File: src/rtl/id_issue_queue.sv
// id_issue_queue: decode front-end between IF and EX; FIFO-buffers fetched instructions,
// pre-decodes the head and issues it through a registered valid/ready stage with
// load-use bubble insertion, delay-slot tagging, flush and branch redirect.
// Ports: clk/rst_n (sync, active low); if_* fetch handshake; flush_i/redirect_i control;
// ex_ready_i EX back-pressure; id_* registered issue stage; stall_cnt_o load-use bubbles.
module id_issue_queue #(
  parameter int DEPTH = 4,
  parameter int XLEN  = 32,
  parameter int CNT_W = 16
) (
  input  logic             clk,
  input  logic             rst_n,
  input  logic             if_valid_i,
  output logic             if_ready_o,
  input  logic [XLEN-1:0]  if_pc_i,
  input  logic [XLEN-1:0]  if_inst_i,
  input  logic             flush_i,
  input  logic             redirect_i,
  input  logic             ex_ready_i,
  output logic             id_valid_o,
  output logic [XLEN-1:0]  id_pc_o,
  output logic [XLEN-1:0]  id_inst_o,
  output logic [4:0]       id_rs_o,
  output logic [4:0]       id_rt_o,
  output logic             id_rs_read_o,
  output logic             id_rt_read_o,
  output logic [4:0]       id_wd_o,
  output logic             id_wreg_o,
  output logic             id_is_load_o,
  output logic             id_is_branch_o,
  output logic             id_in_dslot_o,
  output logic [CNT_W-1:0] stall_cnt_o
);
  localparam int AW = $clog2(DEPTH);
  typedef enum logic [1:0] {RUN, LU_STALL, DSLOT} state_t;
  state_t state;
  logic [XLEN-1:0] pc_mem [DEPTH];
  logic [XLEN-1:0] inst_mem [DEPTH];
  logic [AW-1:0] wr_ptr, rd_ptr;
  logic [AW:0] count;
  logic [XLEN-1:0] head_pc, head_inst;
  logic [5:0] op, funct;
  logic [4:0] rs, rt, rd, wd;
  logic special, rs_read, rt_read, wreg, is_load, is_branch;
  logic head, hazard, keep, iss, enq;
  assign head_pc   = pc_mem[rd_ptr];
  assign head_inst = inst_mem[rd_ptr];
  assign op        = head_inst[31:26];
  assign funct     = head_inst[5:0];
  assign rs        = head_inst[25:21];
  assign rt        = head_inst[20:16];
  assign rd        = head_inst[15:11];
  assign special   = op == 6'h00;
  always_comb begin
    wd        = special ? rd : (op == 6'h03) ? 5'd31 : rt;
    rs_read   = !(op == 6'h02 || op == 6'h03 ||
                  (special && (funct == 6'h00 || funct == 6'h02 || funct == 6'h03 ||
                               funct == 6'h10 || funct == 6'h12)));
    rt_read   = special ? !(funct inside {6'h08, 6'h09, 6'h10, 6'h11, 6'h12, 6'h13})
                        : (op inside {6'h04, 6'h05, 6'h2b, 6'h28});
    is_load   = op inside {6'h20, 6'h23, 6'h24, 6'h25};
    // Non-SPECIAL writers are enumerated so undefined opcodes never write.
    wreg      = special ? !(funct inside {6'h08, 6'h11, 6'h13, 6'h18})
                        : (op == 6'h03 || (op >= 6'h08 && op <= 6'h0f) || is_load);
    is_branch = (op >= 6'h01 && op <= 6'h07) || (special && (funct == 6'h08 || funct == 6'h09));
  end
  assign head       = count != '0;
  assign if_ready_o = count != (AW+1)'(DEPTH);
  // The load in the output stage leaves this cycle; its consumer at the head must wait one cycle.
  assign hazard = id_valid_o && id_is_load_o && ex_ready_i && id_wd_o != 5'd0 && head &&
                  ((rs_read && rs == id_wd_o) || (rt_read && rt == id_wd_o));
  // Redirect while waiting for the delay slot keeps the head; otherwise the head is wrong-path.
  assign keep = state == DSLOT && head;
  assign iss  = head && (!id_valid_o || ex_ready_i) && !hazard && !flush_i && !(redirect_i && !keep);
  assign enq  = if_valid_i && if_ready_o && !flush_i && !redirect_i;
  always_ff @(posedge clk)
    if (enq) begin
      pc_mem[wr_ptr]   <= if_pc_i;
      inst_mem[wr_ptr] <= if_inst_i;
    end
  always_ff @(posedge clk) begin
    if (!rst_n || flush_i) begin
      wr_ptr <= '0;
      rd_ptr <= '0;
      count  <= '0;
    end else if (redirect_i) begin
      wr_ptr <= keep ? rd_ptr + 1'b1 : '0;
      rd_ptr <= keep ? rd_ptr + AW'(iss) : '0;
      count  <= (keep && !iss) ? (AW+1)'(1) : '0;
    end else begin
      wr_ptr <= wr_ptr + AW'(enq);
      rd_ptr <= rd_ptr + AW'(iss);
      count  <= count + (AW+1)'(enq) - (AW+1)'(iss);
    end
  end
  always_ff @(posedge clk) begin
    if (!rst_n) begin
      id_valid_o     <= 1'b0;
      id_pc_o        <= '0;
      id_inst_o      <= '0;
      id_rs_o        <= '0;
      id_rt_o        <= '0;
      id_rs_read_o   <= 1'b0;
      id_rt_read_o   <= 1'b0;
      id_wd_o        <= '0;
      id_wreg_o      <= 1'b0;
      id_is_load_o   <= 1'b0;
      id_is_branch_o <= 1'b0;
      id_in_dslot_o  <= 1'b0;
    end else if (flush_i) begin
      id_valid_o <= 1'b0;
    end else if (iss) begin
      id_valid_o     <= 1'b1;
      id_pc_o        <= head_pc;
      id_inst_o      <= head_inst;
      id_rs_o        <= rs;
      id_rt_o        <= rt;
      id_rs_read_o   <= rs_read;
      id_rt_read_o   <= rt_read;
      id_wd_o        <= wd;
      id_wreg_o      <= wreg;
      id_is_load_o   <= is_load;
      id_is_branch_o <= is_branch;
      id_in_dslot_o  <= state == DSLOT;
    end else if (ex_ready_i) begin
      id_valid_o <= 1'b0;
    end
  end
  always_ff @(posedge clk) begin
    if (!rst_n) stall_cnt_o <= '0;
    else if (hazard && stall_cnt_o != '1) stall_cnt_o <= stall_cnt_o + 1'b1;
  end
  always_ff @(posedge clk) begin
    if (!rst_n || flush_i) state <= RUN;
    else if (hazard) state <= LU_STALL;
    else if (iss) state <= (is_branch && state != DSLOT) ? DSLOT : RUN;
    else if (state == LU_STALL) state <= RUN;
  end
endmodule

File: config.mk
export PLATFORM = sky130hd
export DESIGN_NAME = id_issue_queue
export DESIGN_NICKNAME = d
export VERILOG_FILES = /design/src/rtl/id_issue_queue.sv
export SDC_FILE = /design/constraint.sdc
export NUM_CORES = 1
export LEC_CHECK = 0
export ABC_CLOCK_PERIOD_IN_PS = 7550
export CAP_MARGIN = 40
export CELL_PAD_IN_SITES_DETAIL_PLACEMENT = 1
export CELL_PAD_IN_SITES_GLOBAL_PLACEMENT = 1
export CORE_MARGIN = 5
export CORE_UTILIZATION = 46
export CTS_CLUSTER_SIZE = 12
export DETAILED_ROUTE_END_ITERATION = 6
export GPL_TIMING_DRIVEN = 0
export PLACE_DENSITY_LB_ADDON = 0.1
export SYNTH_ARGS = -nofsm -noshare
export SYNTH_HDL_FRONTEND = slang
export SYNTH_SLANG_ARGS = --single-unit
File: constraint.sdc
create_clock -name clk -period 7.55 [get_ports clk]
set_input_delay 1.51 -clock clk [delete_from_list [all_inputs] [get_ports clk]]
set_output_delay 1.51 -clock clk [all_outputs]
set_load 0.005 [all_outputs]
# ---- After elaboration in Yosys (flattened, before gate mapping)
# Memory sizes are Yosys's and may differ from the RTL's. A register that Yosys moved wholly into a read port is not among the register bits.
# Index checks and enable logic that the tools add are counted.
dict set report classes {
  addsub 6
  bitwise 2
  n_reduce_logical 62
  order_cmp 4
  n_mux 19
  n_eq_ne 26
}
# cell count
set op_table {}
lappend op_table {{== test 6 bit, second input constant} 6}
lappend op_table {{== test 6 x 5 -> 1 bit, second input constant} 5}
lappend op_table {{== test 6 x 2 -> 1 bit, second input constant} 4}
lappend op_table {{logical AND 1 bit} 23}
lappend op_table {{adder 16 x 1 -> 16 bit, second input constant} 1}
lappend op_table {{two-way mux 2 bit} 8}
lappend op_table {{inequality test 16 bit, second input constant} 1}
lappend op_table {{logical OR 1 bit} 13}
lappend op_table {{== test 6 x 3 -> 1 bit, second input constant} 2}
lappend op_table {{== test 6 x 4 -> 1 bit, second input constant} 2}
lappend op_table {{logical NOT 1 bit} 12}
lappend op_table {{logical NOT 6 bit} 2}
lappend op_table {{nonzero test 4 bit} 3}
lappend op_table {{== test 5 bit} 2}
lappend op_table {{two-way mux 5 bit} 2}
lappend op_table {{two-way mux 1 bit} 8}
lappend op_table {{>= comparator 6 x 1 -> 1 bit, second input constant} 1}
lappend op_table {{>= comparator 6 x 4 -> 1 bit, second input constant} 1}
lappend op_table {{less-or-equal comparator 6 x 3 -> 1 bit, second input constant} 1}
lappend op_table {{less-or-equal comparator 6 x 4 -> 1 bit, second input constant} 1}
lappend op_table {{nonzero test 3 bit} 2}
lappend op_table {{nonzero test 6 bit} 1}
lappend op_table {{nonzero test 5 bit} 1}
lappend op_table {{adder 2 x 1 -> 2 bit} 2}
lappend op_table {{other kinds (12)} 15}
dict set report word_totals {
  wordCells 138
  ram_bits 256
  in_bits 70
  n_memories 2
  ff_bits 79
}
# name depth width rd rd_ports_with_merged_regs wr line_no
set memory_table {}
lappend memory_table {inst_mem 4 32 1 1 1 38} ;# logic [XLEN-1:0] inst_mem [DEPTH];
lappend memory_table {pc_mem 4 32 1 1 1 37} ;# logic [XLEN-1:0] pc_mem [DEPTH];

# ---- Depth between registers and ports, before layout
dict set report depth {
  ltp_word 19
  depth_mapped 17
}

# ---- Worst setup path before layout
# OpenSTA, ideal clock, no wires.
dict set report synth_timing {
  path_kind {input to register}
  start {input redirect_i}
  end {memory inst_mem[0][0], enable pin}
  setup_ns 0.565
  slack_ns 0.734
  n_path_buf 1
  t_required_ns 6.985
  t_arrival_ns 6.251
  path_stages 4
  cell_sequence {clkbuf_1 nor2_1 nand3_1 nor3_1}
}
dict set report synth_between {
  elab_chain_len 4
}
# item line_no
set synth_lines {}
lappend synth_lines {{start, declared} 18} ;# input logic redirect_i,
lappend synth_lines {{logical NOT 1 bit} 75} ;# assign enq = if_valid_i && if_ready_o && !flush_i && !redirect_i;
lappend synth_lines {{logical AND 1 bit} 75}
lappend synth_lines {{two-way mux 1 bit} 77} ;# if (enq) begin
lappend synth_lines {{two-way mux 1 bit (implied by the code)} 79} ;# inst_mem[wr_ptr] <= if_inst_i;
lappend synth_lines {{end, declared} 38}
# Every way passes these cells.

==> results.md <==
* Avg Cell Area, Syn at around 16 um^2
* Initial antenna violation count at 5
* DP Area at around 16,000 um^2
* Data arrival, critical path at 5.02 ns
* Layout cells sized above 1 at ~16%
* Die Ht at about 180 um
* First-pass GRT wire length at between 50,000 and 60,000 um
* Switch share at between 20 and 25%
* Routed Antenna Nets at 0
* Skew final at about 0.015 ns
* CTS max path bufs at 3
* Pins Over Slew Limit at 0
* Port Buffers at 171
* Clock latency reported for the late side of the worst-skew pair at ~0.52 ns
* Share of power burned in the clock network at between 40% and 50%
* Min-Delay Endpoint: id_pc_o[13]
* Hold path depth at 2
* Layout Nets at around 1,200
* Share of the synthesized area in the top cell type at between 50% and 60%
* Sequential element share of the synthesized area at between 70 and 80%
* Seq pwr share at 52.8%
* Routed length per instance at between 20 and 25 um
* CTS sink count at 357
* Final Non-Filler Cells at around 1,500
* CP Capture Type: register
* Global route overflow at 0
* Clk pin slew, worst setup/hold paths at 0.06 ns
* Inserted Clock Buffers at 39
* Top_reg_cell synth: edfxtp_1
* Critical Path Source Type: register
* Core area at just under 30,000 um^2
* Die Width at approximately 180 um
* Synth area leader: edfxtp_1
* Total wire length at ~34,000 um
* Leading cell type in the layout, fill and taps excluded: edfxtp_1
* Clock root buffer: clkbuf_16
* GPL Wtd Cong at roughly 0.76
* First drt pass iteration count at 4
* Max Fclk at approximately 220 MHz
* Total vias in the final route at ~8,300
* Cells after Synth at about 890
* Area grow syn2layout at 26.6%
* Internal power at 0.00319 W
* Total track usage at between 20 and 25%
* Hpwl dp at 23,900 um
* Yosys reg bits at 357
* Post-cts sizing count at 0
* Hold Path Origin: id_pc_o[13]
* Core Rows at 63
* Worst EP required at about 7.9 ns
* Launch point of the worst path: rd_ptr[1]
* WHS at approximately 0.46 ns
* Syn_nets at 963
* Slew HR at between 40% and 50%
* Peak supply drop at ~180 uV
* Detail-routed via count per cell at about 5.4
* Placed cells at roughly 1,500
* CTS tree: yes
* Post-CTS setup buffers at 0
* Initial Util at between 40% and 50%
* Hold-fix buffers at CTS at 0
* Residual DRC count at 0
* Count of cell types in the netlist at 65
* Final period util at about three fifths
* H-tree Lvls at 2
* R2r worst-path depth at 17
* Initial DRC count at approximately 400
* Die area at roughly 34,000 um^2
* Hold WC Path Type: register to register
* Final Instance Area at approximately 17,000 um^2
* EDFF count, synth at between 200 and 300
* Max-cap violation count at 0
* Yosys warns at 0
* RSZ-0062 raised after global routing: no
* Worst reg2reg path startpoint: rd_ptr[1]
* Lkg Pwr at 5.68 nW
* Reg2reg end: count[2]
* Worst Path Max Fanout at 10
* Outcome: finished clean
* I/O pin cnt at around 170
* Combinational power share at a little over 3%
* R2R Setup Slk at 2.92 ns
* Synth area leaders: edfxtp_1 56%, dfxtp_1 15%, mux4_2 10%
* FFs w/ async S/R, synth at 0%
* Endpoints failing hold at 0
* Setup violators final at 0
* Number of global-route vias before repair at 8,873
* Final Critical Period at ~4.6 ns
* NetSw at about 0.00081 W
* Largest net degree at the start of global routing at 48
* Power Density at about 230 nW/um^2
* Mapped Area at between 10,000 and 15,000 um^2
* Slew @ Worst Pin at ~0.85 ns
* Most frequent cells in the layout: 256 x edfxtp_1, 171 x clkdlybuf4s50_1, 101 x dfxtp_1
* Crit Path Category: register to register
-- critical path: stages, from the launching register on --
cell and delay [ns]:
dfxtp_1 0.38, buf_2 0.31, buf_2 0.36, buf_2 0.37, mux4_2 0.40, xor2_1 0.18, nor3_2 0.33, a22oi_4 0.14
o21ai_4 0.38, buf_6 0.25, inv_2 0.07, ha_1 0.29, inv_1 0.05, ha_1 0.19, fa_1 0.38, xnor2_1 0.20
xnor2_1 0.14, nor3_1 0.06
-- power groups by stage --
stage          clock (W)  sequential, W  combinational, W
2_1_floorplan          0        0.00216         0.0000472
3_3_place_gp           0        0.00216          0.000119
3_5_place_dp           0        0.00216          0.000125
4_1_cts          0.00181        0.00211          0.000126
5_1_grt          0.00190        0.00211          0.000135
6_report         0.00176        0.00211          0.000125
-- through the flow --
stage / setup TNS (ns) / power, W / utilization (%) / setup WS (ns)
6_report: 0 / 0.00400 / 58.9 / 2.92
3_3_place_gp: -279.49 / 0.00228 / 54.0 / -3.58
4_1_cts: 0 / 0.00405 / 58.9 / 2.87
2_1_floorplan: 0 / 0.00220 / - / 0.734
3_5_place_dp: 0 / 0.00228 / 54.9 / 2.85
5_1_grt: 0 / 0.00415 / 58.9 / 2.67
-- synthesized netlist by cell type, types with 6 or more instances --
| cell type | number |
|---|---|
| a21oi_1 | 12 |
| and3_1 | 7 |
| buf_1 | 7 |
| buf_2 | 11 |
| buf_4 | 10 |
| clkbuf_1 | 28 |
| dfxtp_1 | 101 |
| edfxtp_1 | 256 |
| inv_1 | 9 |
| mux4_2 | 62 |
| nand2_1 | 83 |
| nand2b_1 | 9 |
| nand3_1 | 88 |
| nor2_1 | 21 |
| o21ai_0 | 9 |
| o21ai_1 | 69 |
| xnor2_1 | 15 |
| xor2_1 | 6 |
-- cells by family after synthesis --
group / share of synthesized area, %
AO/OA/AOI/OAI: 5.27
XOR/XNOR: 1.33
adder cells (fa/ha/maj): 0.598
buffers and inverters: 2.68
flip-flops: 70.4
multiplexers: 10.9
AND/OR/NAND/NOR: 8.82
-- flip-flops by register name, summed over array words and instances, names as in the netlist --
signal,cells
count,3
id_in_dslot_o,1
id_inst_o,32
id_is_branch_o,1
id_is_load_o,1
id_pc_o,32
id_rs_read_o,1
id_rt_read_o,1
id_valid_o,1
id_wd_o,5
id_wreg_o,1
inst_mem,128
pc_mem,128
rd_ptr,2
stall_cnt_o,16
state,2
wr_ptr,2
-- per-layer routing --
metal / GRT usage [%] / share of wire (%) / vias up
met2: 33.8 / 50 / 197
li1: - / - / 3857
met5: 0 / 0.14 / -
met1: 27.4 / 43 / 4219
met4: 4.50 / 1.5 / 6
met3: 4.40 / 5.3 / 44
-- worst max path at each step --
stage / to
floorplan: inst_mem[0][0]
global placement: pc_mem[0][26]
detailed placement: count[2]
CTS: count[2]
global route: count[2]
finish: count[2]
-- final cells by class --
type / count / area [um^2]
inverters: 10 / 37.5
repair buffers: 188 / 1960
flip-flops and latches: 357 / 9710
diodes: 2 / 5.00
clock buffers: 57 / 1070
well taps: 390 / 488
plain buffers: 62 / 333
multi-input cells: 458 / 3750
clock inverters: 14 / 110
fillers: 2814 / 12200
(Power assumes the default switching activity.)
